$ cat src/rtl/vga_write_arbiter_if.sv
// Requester-side bus of the VGA write arbiter: per-requester request, pixel
// stream and the arbiter's grant/ready answer.
interface vga_write_arbiter_if;
    logic [2:0]  req;
    logic [2:0]  valid;
    logic [2:0]  last;
    logic [26:0] x_in;
    logic [23:0] y_in;
    logic [8:0]  color_in;
    logic [2:0]  grant;
    logic [2:0]  ready;

    modport master (output req, valid, last, x_in, y_in, color_in,
                    input  grant, ready);
    modport slave  (input  req, valid, last, x_in, y_in, color_in,
                    output grant, ready);
endinterface

$ cat src/rtl/vga_write_arbiter.sv
// Round-robin arbiter feeding three pixel requesters into one VGA adapter write port.
// Latency: req->grant one edge, accepted pixel->writeEn one edge; ready = grant, no skid.
module vga_write_arbiter #(
    parameter int MAX_HOLD = 1024
) (
    input  logic                  clk,
    input  logic                  iReset,
    input  logic                  V_SYNC,
    vga_write_arbiter_if.slave    bus,
    output logic [8:0]            x,
    output logic [7:0]            y,
    output logic [2:0]            color,
    output logic                  writeEn,
    output logic                  frame_start,
    output logic                  busy
);
    localparam int             HW       = (MAX_HOLD > 1) ? $clog2(MAX_HOLD) : 1;
    localparam logic [HW-1:0]  HOLD_TOP = HW'(MAX_HOLD - 1);

    localparam logic [1:0] S_IDLE    = 2'd0;
    localparam logic [1:0] S_GRANT   = 2'd1;
    localparam logic [1:0] S_RELEASE = 2'd2;

    logic [1:0]    r_state;
    logic [1:0]    r_owner;
    logic [1:0]    r_last_owner;
    logic [HW-1:0] r_hold;
    logic          r_vsync;
    logic [8:0]    r_x;
    logic [7:0]    r_y;
    logic [2:0]    r_color;
    logic          r_we;

    logic [1:0]    w_sel;
    logic [1:0]    w_idx;
    logic          w_found;
    logic [2:0]    w_grant;
    logic          w_xfer;
    logic          w_last;
    logic          w_owner_req;
    logic          w_others;
    logic          w_hold_top;
    logic          w_leave;
    logic [8:0]    w_px;
    logic [7:0]    w_py;
    logic [2:0]    w_pc;
    logic          w_in_range;

    function automatic logic [1:0] next3(input logic [1:0] v);
        return (v == 2'd2) ? 2'd0 : v + 2'd1;
    endfunction

    // Search starts just after the previous owner so every requester gets a turn.
    always_comb begin
        w_sel   = 2'd0;
        w_found = 1'b0;
        w_idx   = next3(r_last_owner);
        for (int k = 0; k < 3; k++) begin
            if (!w_found && bus.req[w_idx]) begin
                w_sel   = w_idx;
                w_found = 1'b1;
            end
            w_idx = next3(w_idx);
        end
    end

    always_comb begin
        w_px = bus.x_in[8:0];
        w_py = bus.y_in[7:0];
        w_pc = bus.color_in[2:0];
        case (r_owner)
            2'd1: begin
                w_px = bus.x_in[17:9];
                w_py = bus.y_in[15:8];
                w_pc = bus.color_in[5:3];
            end
            2'd2: begin
                w_px = bus.x_in[26:18];
                w_py = bus.y_in[23:16];
                w_pc = bus.color_in[8:6];
            end
            default: ;
        endcase
    end

    assign w_grant     = (r_state == S_GRANT) ? (3'b001 << r_owner) : 3'b000;
    assign w_xfer      = |(bus.valid & w_grant);
    assign w_last      = |(bus.last & w_grant);
    assign w_owner_req = |(bus.req & w_grant);
    assign w_others    = |(bus.req & ~w_grant);
    assign w_hold_top  = (r_hold == HOLD_TOP);
    assign w_leave     = (w_xfer & w_last) | ~w_owner_req | (w_hold_top & w_others);
    assign w_in_range  = (w_px <= 9'd319) && (w_py <= 8'd239);

    always_ff @(posedge clk) begin
        if (iReset) begin
            r_state      <= S_IDLE;
            r_owner      <= 2'd0;
            r_last_owner <= 2'd2;
            r_hold       <= '0;
            r_vsync      <= 1'b0;
            r_x          <= '0;
            r_y          <= '0;
            r_color      <= '0;
            r_we         <= 1'b0;
        end else begin
            r_vsync <= V_SYNC;
            r_we    <= 1'b0;
            // Out-of-range pixels are still consumed; only the strobe is suppressed.
            if (w_xfer) begin
                r_x     <= w_px;
                r_y     <= w_py;
                r_color <= w_pc;
                r_we    <= w_in_range;
            end
            case (r_state)
                S_IDLE: begin
                    if (|bus.req) begin
                        r_state <= S_GRANT;
                        r_owner <= w_sel;
                        r_hold  <= '0;
                    end
                end
                S_GRANT: begin
                    if (!w_hold_top)
                        r_hold <= r_hold + 1'b1;
                    if (w_leave) begin
                        r_state      <= S_RELEASE;
                        r_last_owner <= r_owner;
                    end
                end
                S_RELEASE: r_state <= S_IDLE;
                default:   r_state <= S_IDLE;
            endcase
        end
    end

    assign bus.grant   = w_grant;
    assign bus.ready   = w_grant;
    assign x           = r_x;
    assign y           = r_y;
    assign color       = r_color;
    assign writeEn     = r_we;
    assign frame_start = r_vsync & ~V_SYNC;
    assign busy        = (r_state != S_IDLE);
endmodule

$ cat src/flat_wrapper.sv
// flat-port wrapper written by rule: the top's interface ports become plain ports
module vga_write_arbiter_flat 
#(
    parameter int MAX_HOLD = 1024
)
  (clk, iReset, V_SYNC, x, y, color, writeEn, frame_start, busy, bus_req, bus_valid, bus_last, bus_x_in, bus_y_in, bus_color_in, bus_grant, bus_ready);
  vga_write_arbiter_if bus_i ();
  input  logic clk;
  input  logic iReset;
  input  logic V_SYNC;
  output logic [8:0] x;
  output logic [7:0] y;
  output logic [2:0] color;
  output logic writeEn;
  output logic frame_start;
  output logic busy;
  input wire logic [$bits(bus_i.req)-1:0] bus_req;
  input wire logic [$bits(bus_i.valid)-1:0] bus_valid;
  input wire logic [$bits(bus_i.last)-1:0] bus_last;
  input wire logic [$bits(bus_i.x_in)-1:0] bus_x_in;
  input wire logic [$bits(bus_i.y_in)-1:0] bus_y_in;
  input wire logic [$bits(bus_i.color_in)-1:0] bus_color_in;
  output wire logic [$bits(bus_i.grant)-1:0] bus_grant;
  output wire logic [$bits(bus_i.ready)-1:0] bus_ready;
  assign bus_i.req = bus_req;
  assign bus_i.valid = bus_valid;
  assign bus_i.last = bus_last;
  assign bus_i.x_in = bus_x_in;
  assign bus_i.y_in = bus_y_in;
  assign bus_i.color_in = bus_color_in;
  assign bus_grant = bus_i.grant;
  assign bus_ready = bus_i.ready;
  vga_write_arbiter #(.MAX_HOLD(MAX_HOLD)) u_core (.clk(clk), .iReset(iReset), .V_SYNC(V_SYNC), .bus(bus_i), .x(x), .y(y), .color(color), .writeEn(writeEn), .frame_start(frame_start), .busy(busy));
endmodule
$ cat config.mk
export PLATFORM = sky130hd
export DESIGN_NAME = vga_write_arbiter_flat
export DESIGN_NICKNAME = d
export VERILOG_FILES = /design/src/rtl/vga_write_arbiter_if.sv /design/src/rtl/vga_write_arbiter.sv /design/src/flat_wrapper.sv
export SDC_FILE = /design/constraint.sdc
export NUM_CORES = 1
export LEC_CHECK = 0
export ABC_CLOCK_PERIOD_IN_PS = 4100
export BUFFER_PORTS_ARGS = -buffer_cell sky130_fd_sc_hd__clkbuf_2
export CORE_MARGIN = 2
export CORE_UTILIZATION = 40
export CTS_CLUSTER_SIZE = 28
export DETAILED_ROUTE_END_ITERATION = 8
export GPL_ROUTABILITY_DRIVEN = 0
export PLACE_DENSITY = 0.76
export SLEW_MARGIN = 20
export SYNTH_ARGS = -nofsm -noshare
export SYNTH_HDL_FRONTEND = slang
export SYNTH_SLANG_ARGS = --single-unit
$ cat constraint.sdc
create_clock -name clk -period 4.1 [get_ports clk]
set_input_delay 1.025 -clock clk [delete_from_list [all_inputs] [get_ports clk]]
set_output_delay 1.025 -clock clk [all_outputs]
set_load 0.01 [all_outputs]
==> impl_metrics.tcl <==
set metrics [dict create \
    status "completed" \
    yosys-top-cells-area "dfxtp_1, nor2_1, a21oi_1, a211oi_1, a22oi_1" \
    drtIter0Drc 146 \
    clk_latency_ps 290 \
    finalWorstSetupSlack_ps 1470 \
    clockBufferDepth 2 \
    holdBufCountCts 0 \
    final_max_slew_viol_count 0 \
    hp-class "flip-flop to flip-flop" \
    final_hold_viol_count 0 \
    async_flop_share 0 \
    grt_pass1_wl_mm 7.71 \
    vias 2109 \
    core_area_um2 5010 \
    tns_ps 0 \
    grt_setup_unrepaired "no" \
    required_ps 3070 \
    synth_seq_area_share 0.372 \
    drive_gt1_frac 0.327 \
    setup_viol 0 \
    fin_area_um2 2630 \
    power-per-cell-area_nw_per_um2 341 \
    skew_ps 8.56 \
    die_x_um 75.5 \
    critPathLaunchType "flip-flop" \
    syn_avg_cell_area_um2 8.04 \
    synth_area_leader_cell "dfxtp_1" \
    critPathMaxFanout 21 \
    syn-cell-area_um2 2040 \
    n_antenna_cell 0 \
    drv_cap 0 \
    yosys-top-cells-count "nor2_1, dfxtp_1, a21oi_1" \
    fillers 502 \
    cts_resized 0 \
    path_clk_slew_ps 80 \
    ys_seq_elements 38 \
    power.leakage_nw 1.18 \
    finalCritPeriodShare 0.642 \
    grt_pass1_vias 1708 \
    worstPathArrival_ps 1610 \
    netlist_instances 254 \
    cts_setup_buffers 0 \
    synthFlopType "dfxtp_1" \
    fmax_mhz 380 \
    io_buffer_count 100 \
    area_growth_pct 28.9 \
    grt_antenna_before_repair 0 \
    cts_htree_levels 2 \
    gr-usage-all-layers 0.177 \
    grt_overflow 0 \
    wl_per_cell_um 12.9 \
    placedInstanceArea_um2 2540 \
    root_buffer "clkbuf_8" \
    end_kind "output port" \
    routed_wl_mm 5.33 \
    cts_tree "built" \
    grt_max_degree 42 \
    dr.pass1.iters 4 \
    synth_most_common_cell "nor2_1" \
    dieArea_um2 5700 \
    r2r_cells 9 \
    dp_slack_ps 1570 \
    dp.final_hpwl_mm 4.07 \
    cts.sinks 38 \
    yosys_warnings 0 \
    drcViolationCount 0 \
    synth-edff-count 0 \
    vdd_drop_max_uv 147 \
    ant_nets 0 \
    min_delay_path_depth 2 \
    vias_per_cell 5.12 \
    crit_type "flip-flop to output port" \
    synth_fp_nets 330 \
    numCtsBuffers 5 \
    rows 26 \
    io-pin-count 101 \
    fin_hold_ws_ps 477 \
    worst_pin_slew_ps 693 \
    synth_cell_types 37 \
    min_period_ps 2630 \
    final_nets 417 \
    fp.dieH_um 75.5 \
    relSlewSlack 0.536 \
    start_util 0.408 \
    synth_top_area_share 0.372 \
]
## sequential cells by signal, summed over array words and instances (netlist names)
register	cells
u_core.color	3
u_core.writeEn	1
u_core.y	8
u_core.r_owner	2
u_core.r_last_owner	2
u_core.x	9
u_core.r_vsync	1
u_core.r_hold	10
u_core.r_state	2
## cells by family after synthesis
group | count (synthesis) | share of synthesized area
multiplexers | 9 | 0.0441
XOR/XNOR | 6 | 0.0257
AND/OR/NAND/NOR | 90 | 0.205
flip-flops | 38 | 0.372
AO/OA/AOI/OAI | 78 | 0.261
buffers and inverters | 29 | 0.0674
adder cells (fa/ha/maj) | 4 | 0.0245
## layout make-up
type                       count  area (µm²)  area share
clock inverter                 1        5.00     0.00190
timing repair buffer         104         531       0.201
inverter                       5        18.8     0.00713
tap                           70        87.6      0.0333
multi-input combinational    187        1140       0.435
clock buffer                   7        86.3      0.0328
sequential                    38         761       0.289
## final timing paths
kind	from	endpoint	slack [ps]
max	u_core.r_owner[1]	bus_grant[1]	1470
min reg2reg	u_core.r_hold[1]	u_core.r_hold[1]	480
max reg2reg	u_core.r_owner[0]	u_core.x[5]	1920
min	u_core.r_hold[1]	u_core.r_hold[1]	480
## power breakdown
group	switching (mW)	total (mW)	leakage (nW)	internal, mW
logic	0.134	0.233	0.824	0.0991
registers	0.0138	0.405	0.309	0.392
clock network	0.123	0.259	0.0482	0.136
total	0.271	0.897	1.18	0.626
## worst max-delay path, stage by stage, from the launching register on
cell and delay [ps]:
dfxtp_1 350, inv_1 90, ha_1 260, buf_4 280
and2_1 190, clkbuf_2 150
## per-stage QoR
stage                util  instances  power [mW]
finish              0.526        412       0.897
global route        0.526        412       0.952
CTS                 0.526        412       0.908
detailed placement  0.507        404       0.646
global placement    0.507        404       0.642
floorplan               -        254       0.566
## placed cells by master, fill, tap and decap left out, drive strengths merged, types with 5 or more instances in the layout
cell type / instances
a22oi: 13
dfxtp: 38
nand2b: 5
clkbuf: 107
nand2: 6
inv: 5
a211oi: 14
xor2: 6
nor2: 55
a21oi: 26
a22o: 7
mux2i: 9
## layer usage
| layer | vias up | routed length, µm | track usage |
|---|---|---|---|
| met3 | 7 | 317 | 0.0503 |
| met5 | - | 0 | 0 |
| li1 | 1084 | - | - |
| met4 | 0 | 72 | 0.0702 |
| met1 | 958 | 2430 | 0.236 |
| met2 | 60 | 2510 | 0.270 |
No activity file was read; power rests on OpenSTA's default activity.
